## config.mk

```make
export PLATFORM = sky130hd
export DESIGN_NAME = axi_lite_master_param
export DESIGN_NICKNAME = d
export VERILOG_FILES = /design/src/rtl/axi_lite_master_param.sv
export SDC_FILE = /design/constraint.sdc
export NUM_CORES = 1
export LEC_CHECK = 0
export BUFFER_PORTS_ARGS = -buffer_cell sky130_fd_sc_hd__buf_2
export CAP_MARGIN = 15
export CORE_MARGIN = 2
export CORE_UTILIZATION = 45
export DETAILED_ROUTE_END_ITERATION = 7
export PLACE_DENSITY = 0.77
export SLEW_MARGIN = 0
export SYNTH_ARGS = -nofsm -noshare
export SYNTH_HDL_FRONTEND = slang
export SYNTH_SLANG_ARGS = --single-unit
```

## constraint.sdc

```tcl
create_clock -name clk -period 5.25 [get_ports clk]
set_input_delay 0.7875 -clock clk [delete_from_list [all_inputs] [get_ports clk]]
set_output_delay 0.7875 -clock clk [all_outputs]
set_load 0.005 [all_outputs]
```

## src/rtl/axi_lite_master_param.sv

```systemverilog
// AXI4-Lite master with a single outstanding transaction. A command on the
// cmd_* port becomes one AXI read or write; the result comes back as a
// one-cycle rsp_valid pulse. An optional watchdog aborts a transaction that
// the slave does not finish within TIMEOUT cycles.
module axi_lite_master_param #(
    parameter int ADDR_W  = 32,
    parameter int DATA_W  = 32,
    parameter int TIMEOUT = 256
) (
    input  logic                clk,
    input  logic                rst,
    // command / response side
    input  logic                cmd_valid,
    output logic                cmd_ready,
    input  logic                cmd_write,
    input  logic [ADDR_W-1:0]   cmd_addr,
    input  logic [DATA_W-1:0]   cmd_wdata,
    input  logic [DATA_W/8-1:0] cmd_wstrb,
    output logic                rsp_valid,
    output logic [DATA_W-1:0]   rsp_rdata,
    output logic [1:0]          rsp_resp,
    output logic                rsp_timeout,
    // AXI write address
    output logic [ADDR_W-1:0]   m_axi_awaddr,
    output logic                m_axi_awvalid,
    input  logic                m_axi_awready,
    // AXI write data
    output logic [DATA_W-1:0]   m_axi_wdata,
    output logic [DATA_W/8-1:0] m_axi_wstrb,
    output logic                m_axi_wvalid,
    input  logic                m_axi_wready,
    // AXI write response
    input  logic [1:0]          m_axi_bresp,
    input  logic                m_axi_bvalid,
    output logic                m_axi_bready,
    // AXI read address
    output logic [ADDR_W-1:0]   m_axi_araddr,
    output logic                m_axi_arvalid,
    input  logic                m_axi_arready,
    // AXI read data
    input  logic [DATA_W-1:0]   m_axi_rdata,
    input  logic [1:0]          m_axi_rresp,
    input  logic                m_axi_rvalid,
    output logic                m_axi_rready
);

    localparam int STRB_W = DATA_W / 8;
    // Counter wide enough to hold TIMEOUT-1 plus one spare bit for the
    // incremented value used in the compare.
    localparam int CNT_W  = $clog2(TIMEOUT + 2);
    localparam logic [CNT_W:0] LIMIT = (TIMEOUT == 0) ? '0 : (CNT_W + 1)'(TIMEOUT - 1);
    localparam logic [1:0] RESP_SLVERR = 2'b10;

    if (DATA_W != 32 && DATA_W != 64) begin : g_illegal_data_w
        $error("axi_lite_master_param: DATA_W must be 32 or 64");
    end

    typedef enum logic [2:0] {
        IDLE,
        WREQ,
        WRESP,
        RREQ,
        RDATA
    } state_t;

    // Every output is a flop; this struct is the complete output register.
    typedef struct packed {
        logic              cmd_ready;
        logic [ADDR_W-1:0] awaddr;
        logic              awvalid;
        logic [DATA_W-1:0] wdata;
        logic [STRB_W-1:0] wstrb;
        logic              wvalid;
        logic              bready;
        logic [ADDR_W-1:0] araddr;
        logic              arvalid;
        logic              rready;
        logic              rsp_valid;
        logic [DATA_W-1:0] rsp_rdata;
        logic [1:0]        rsp_resp;
        logic              rsp_timeout;
    } out_t;

    // Idle and ready for a command straight out of reset.
    localparam out_t RESET_OUT = '{cmd_ready: 1'b1, default: '0};

    state_t           state, state_d;
    logic [CNT_W-1:0] count, count_d;
    logic [CNT_W:0]   count_inc;
    logic             timeout_hit;
    logic             abort;
    out_t             q, d;

    // Value the counter takes at the end of this cycle; the abort fires when
    // that value reaches TIMEOUT-1, so rsp_valid lands TIMEOUT cycles after
    // acceptance.
    assign count_inc   = {1'b0, count} + {{CNT_W{1'b0}}, 1'b1};
    assign timeout_hit = (TIMEOUT != 0) && (count_inc >= LIMIT);

    // Next-state, watchdog and next-output logic.
    always_comb begin
        // NOTE: every variable gets a default first so no path can infer a latch.
        state_d       = state;
        count_d       = count;
        d             = q;
        d.rsp_valid   = 1'b0;
        abort         = 1'b0;

        if (state != IDLE) begin
            count_d = count_inc[CNT_W-1:0];
        end

        case (state)
            IDLE: begin
                if (cmd_valid && q.cmd_ready) begin
                    count_d = '0;
                    if (cmd_write) begin
                        state_d   = WREQ;
                        d.awaddr  = cmd_addr;
                        d.wdata   = cmd_wdata;
                        d.wstrb   = cmd_wstrb;
                        d.awvalid = 1'b1;
                        d.wvalid  = 1'b1;
                    end else begin
                        state_d   = RREQ;
                        d.araddr  = cmd_addr;
                        d.arvalid = 1'b1;
                    end
                end
            end

            WREQ: begin
                // Each channel drops its valid on its own handshake.
                d.awvalid = q.awvalid && !m_axi_awready;
                d.wvalid  = q.wvalid && !m_axi_wready;
                if (timeout_hit) begin
                    abort = 1'b1;
                end else if (!d.awvalid && !d.wvalid) begin
                    state_d  = WRESP;
                    d.bready = 1'b1;
                end
            end

            WRESP: begin
                // Completion is checked before the watchdog so it wins a tie.
                if (m_axi_bvalid) begin
                    state_d       = IDLE;
                    d.bready      = 1'b0;
                    d.rsp_valid   = 1'b1;
                    d.rsp_resp    = m_axi_bresp;
                    d.rsp_rdata   = '0;
                    d.rsp_timeout = 1'b0;
                end else if (timeout_hit) begin
                    abort = 1'b1;
                end
            end

            RREQ: begin
                if (timeout_hit) begin
                    abort = 1'b1;
                end else if (m_axi_arready) begin
                    state_d   = RDATA;
                    d.arvalid = 1'b0;
                    d.rready  = 1'b1;
                end
            end

            RDATA: begin
                if (m_axi_rvalid) begin
                    state_d       = IDLE;
                    d.rready      = 1'b0;
                    d.rsp_valid   = 1'b1;
                    d.rsp_resp    = m_axi_rresp;
                    d.rsp_rdata   = m_axi_rdata;
                    d.rsp_timeout = 1'b0;
                end else if (timeout_hit) begin
                    abort = 1'b1;
                end
            end

            default: state_d = IDLE;
        endcase

        if (abort) begin
            state_d       = IDLE;
            d.awvalid     = 1'b0;
            d.wvalid      = 1'b0;
            d.bready      = 1'b0;
            d.arvalid     = 1'b0;
            d.rready      = 1'b0;
            d.rsp_valid   = 1'b1;
            d.rsp_timeout = 1'b1;
            d.rsp_resp    = RESP_SLVERR;
            d.rsp_rdata   = '0;
        end

        d.cmd_ready = (state_d == IDLE);
    end

    // State and watchdog counter registers.
    always_ff @(posedge clk) begin
        // NOTE: sequential state uses non-blocking assignments only.
        if (rst) begin
            state <= IDLE;
            count <= '0;
        end else begin
            state <= state_d;
            count <= count_d;
        end
    end

    // Output register.
    always_ff @(posedge clk) begin
        if (rst) begin
            q <= RESET_OUT;
        end else begin
            q <= d;
        end
    end

    assign cmd_ready     = q.cmd_ready;
    assign m_axi_awaddr  = q.awaddr;
    assign m_axi_awvalid = q.awvalid;
    assign m_axi_wdata   = q.wdata;
    assign m_axi_wstrb   = q.wstrb;
    assign m_axi_wvalid  = q.wvalid;
    assign m_axi_bready  = q.bready;
    assign m_axi_araddr  = q.araddr;
    assign m_axi_arvalid = q.arvalid;
    assign m_axi_rready  = q.rready;
    assign rsp_valid     = q.rsp_valid;
    assign rsp_rdata     = q.rsp_rdata;
    assign rsp_resp      = q.rsp_resp;
    assign rsp_timeout   = q.rsp_timeout;

endmodule

```

==> impl_metrics.json <==
{
  "fin_nets": 1043,
  "synth_xor_area_share_pct": 0.152,
  "dr.pass1.iters": 5,
  "die_h_um": 117,
  "worstMarginPinSlew_ns": 0.804,
  "drt_iter0_markers": 463,
  "cts_num_sinks": 154,
  "max_freq_ghz": 0.384,
  "r2r_slack_ns": 2.65,
  "wl_met1_um": 6490,
  "top_layer": "met4",
  "wl_um": 15300,
  "cts_buffers": 17,
  "synth_edf_count": 0,
  "wl_met3_um": 1310,
  "critPathMaxFanout": 41,
  "num_vias": 5582,
  "core_um2": 12600,
  "drc": 0,
  "ys_types": 43,
  "post_cts_buffers": 0,
  "slew_headroom_pct": 46.1,
  "globalRouteTotalUtil_pct": 21.3,
  "fillCellCount": 1142,
  "peakVddDrop_v": 0.000205,
  "drtAntennaViolNets": 0,
  "layout_min_cycle_time_ns": 2.60,
  "dpl_cell_area_um2": 7000,
  "cp_slowest_cell": "a21o_2",
  "startpoint_type": "flip-flop",
  "p_sw_mw": 0.662,
  "status": "finished clean",
  "start_util_pct": 45.8,
  "cp_num_buf_inv": 0,
  "synth.area.mux_share_pct": 0.174,
  "cts.htree.levels": 4,
  "final.period_utilization_pct": 49.6,
  "wl_met2_um": 7280,
  "slowest_delay_ns": 0.68,
  "grt_pass1_vias": 4785,
  "power_mw": 2.80,
  "cp-end-kind": "flip-flop",
  "io_pins": 255,
  "intPower_mw": 2.14,
  "drv_cap": 0,
  "netlist_area_um2": 5750,
  "num_antenna_cells": 0,
  "clk_latency_ns": 0.42,
  "place_congestion": 0.790,
  "power_density_nw_per_um2": 368,
  "rsz0062_at_grt": "false",
  "synth.avg_cell_area_um2": 8.22,
  "cts_resized": 0,
  "design_area_um2": 7600,
  "p_clk_share_pct": 44.3,
  "ys_seq_elements": 154,
  "finalMaxSlewViolations": 0,
  "finalHoldViolCount": 0,
  "clk_path_buf_depth": 2,
  "grt.overflow.total": 0,
  "cp.arrival_ns": 2.88,
  "drive_gt1_share_pct": 32.2,
  "ctsHoldBuffers": 0,
  "cts-root-buf": "clkbuf_16",
  "cts_tree": "yes",
  "antenna_found_initial": 0,
  "yosys.area_share.adder_pct": 0.435,
  "setup.worst_path.class": "flip-flop to flip-flop",
  "synth-compound-area-share_pct": 17.8,
  "synth_nets": 815,
  "min_path_type": "flip-flop to flip-flop",
  "yosys.area_share.simple_pct": 22.4,
  "pwr-share-comb_pct": 10.8,
  "wl_per_cell_um": 13.8,
  "required_ns": 5.53,
  "grt_max_degree": 79,
  "cp_cell_sequence": "ha_1 > nor2b_1 > o21bai_1 > a41oi_1 > o31ai_2 > a21o_2 > nor2_1",
  "worst_clock_skew_ns": 0.0145,
  "syn_to_final_growth_pct": 32.1,
  "pwr-share-seq_pct": 44.9,
  "p_leak_nw": 3.39,
  "die-width_um": 117,
  "die_area_um2": 13700,
  "synth_top_family_by_area": "simple AND/OR/NAND/NOR gates",
  "grt_pass1_wl_um": 22900,
  "num_rows": 41,
  "setup-violations-final": 0,
  "hpwlAfterDp_um": 10500,
  "p_sw_share_pct": 23.6,
  "path_clk_slew_ns": 0.06,
  "ys_seq_area_share_pct": 53.6,
  "synth_flop_cell": "dfxtp_1",
  "io_buffers": 254,
  "vias_per_cell": 5.02,
  "async_flop_share_pct": 0,
  "syn_inst": 700,
  "crit_family": "compound AO/OA/AOI/OAI gates",
  "yosysWarningCount": 0,
  "setup_tns_ns": 0
}
metal layers:
layer | track usage (%) | vias up
met4 | 7.69 | 0
met3 | 7.78 | 15
met1 | 26.0 | 2554
met5 | 0 | -
li1 | - | 2797
met2 | 34.7 | 216
registers in the layout, summed over array words and instances, names as in the netlist:
| register | count |
|---|---|
| state | 3 |
| m_axi_awvalid | 1 |
| m_axi_bready | 1 |
| m_axi_rready | 1 |
| rsp_timeout | 1 |
| count | 9 |
| m_axi_araddr | 32 |
| m_axi_wdata | 32 |
| cmd_ready | 1 |
| m_axi_wstrb | 4 |
| rsp_resp | 2 |
| rsp_valid | 1 |
| rsp_rdata | 32 |
| m_axi_awaddr | 32 |
| m_axi_wvalid | 1 |
| m_axi_arvalid | 1 |
final timing paths:
| kind | endpoint | startpoint | cells past startpoint |
|---|---|---|---|
| worst max-delay path | rsp_rdata[20] | count[0] | 7 |
| worst min register to register | m_axi_araddr[5] | m_axi_araddr[5] | 2 |
| worst max register to register | rsp_rdata[20] | count[0] | 7 |
| worst min-delay path | m_axi_araddr[5] | m_axi_araddr[5] | 2 |
kinds of logic (layout without fill, tap and decap cells):
kind of cell	Yosys count	count (layout)
compound gates	174	174
xor+xnor	1	1
fa+ha+maj	2	2
buf+inv	54	293
flops	154	154
mux	1	1
simple gates	314	314
power groups by stage:
stage               combinational [mW]  sequential, mW  clock [mW]
floorplan                        0.175            1.29           0
global placement                 0.301            1.28           0
detailed placement               0.303            1.28           0
CTS                              0.305            1.26        1.27
global route                     0.341            1.27        1.32
finish                           0.302            1.26        1.24
synth_stat cells (3+ instances only):
| cell | n | area, um^2 |
|---|---|---|
| o21ai_0 | 8 | 40.0 |
| nor2b_1 | 5 | 31.3 |
| nand4_1 | 3 | 18.8 |
| nand2b_1 | 5 | 31.3 |
| and3_1 | 4 | 25.0 |
| buf_2 | 14 | 70.1 |
| nor2_2 | 3 | 18.8 |
| a31oi_1 | 3 | 18.8 |
| a22oi_1 | 37 | 278 |
| nand2_1 | 218 | 818 |
| buf_4 | 8 | 60.1 |
| nor2_1 | 54 | 203 |
| a21oi_1 | 112 | 561 |
| clkbuf_1 | 22 | 82.6 |
| dfxtp_1 | 154 | 3080 |
| buf_6 | 8 | 90.1 |
| nand3_1 | 7 | 35.0 |
worst register-to-register path, cell delays in order, from the launching register on:
cell and delay [ns]:
dfxtp_1 0.48, ha_1 0.29, nor2b_1 0.19, o21bai_1 0.13
a41oi_1 0.20, o31ai_2 0.37, a21o_2 0.68, nor2_1 0.14
layout by cell type (no fill, tap or decap), drive strengths merged, types with 2 or more instances in the layout:
| cell | synthesis | layout |
|---|---|---|
| buf | 30 | 261 |
| nand2 | 218 | 218 |
| dfxtp | 154 | 154 |
| a21oi | 113 | 113 |
| nor2 | 57 | 57 |
| a22oi | 37 | 37 |
| clkbuf | 22 | 23 |
| o21ai | 8 | 8 |
| nand3 | 7 | 7 |
| nor2b | 5 | 5 |
| nand2b | 5 | 5 |
| and3 | 4 | 4 |
| nand4 | 3 | 3 |
| a31oi | 3 | 3 |
| bufinv | 0 | 3 |
| nor3 | 3 | 3 |
| inv | 2 | 2 |
| o21bai | 2 | 2 |
| nor4 | 2 | 2 |
| or3 | 2 | 2 |
| nor3b | 2 | 2 |
| a211oi | 2 | 2 |
| ha | 2 | 2 |
| clkinvlp | 0 | 2 |
| clkinv | 0 | 2 |
| and2 | 2 | 2 |
| a21o | 2 | 2 |
| a311oi | 2 | 2 |
final cells by class:
cell class                 instances  area, um^2  area share [%]
sequential                       154        3080            40.6
tap                              172         215            2.83
inverter                           2        7.51          0.0988
clock inverter                     7         115            1.51
timing repair buffer             261        1330            17.5
multi-input combinational        492        2360            31.1
clock buffer                      23         488            6.42
stage by stage:
| step | cells | hold WS (ns) | setup WS, ns | utilization, % |
|---|---|---|---|---|
| final | 1111 | 0.449 | 2.65 | 60.5 |
| after detailed placement | 1081 | 0.443 | 2.62 | 55.7 |
| after global routing | 1111 | 0.469 | 2.39 | 60.5 |
| after CTS | 1111 | 0.451 | 2.65 | 60.5 |
| after floorplan | 700 | 0.451 | 3.16 | - |
| after global placement | 1081 | 0.439 | 2.69 | 55.7 |
Power figures use the tool's default switching activity.
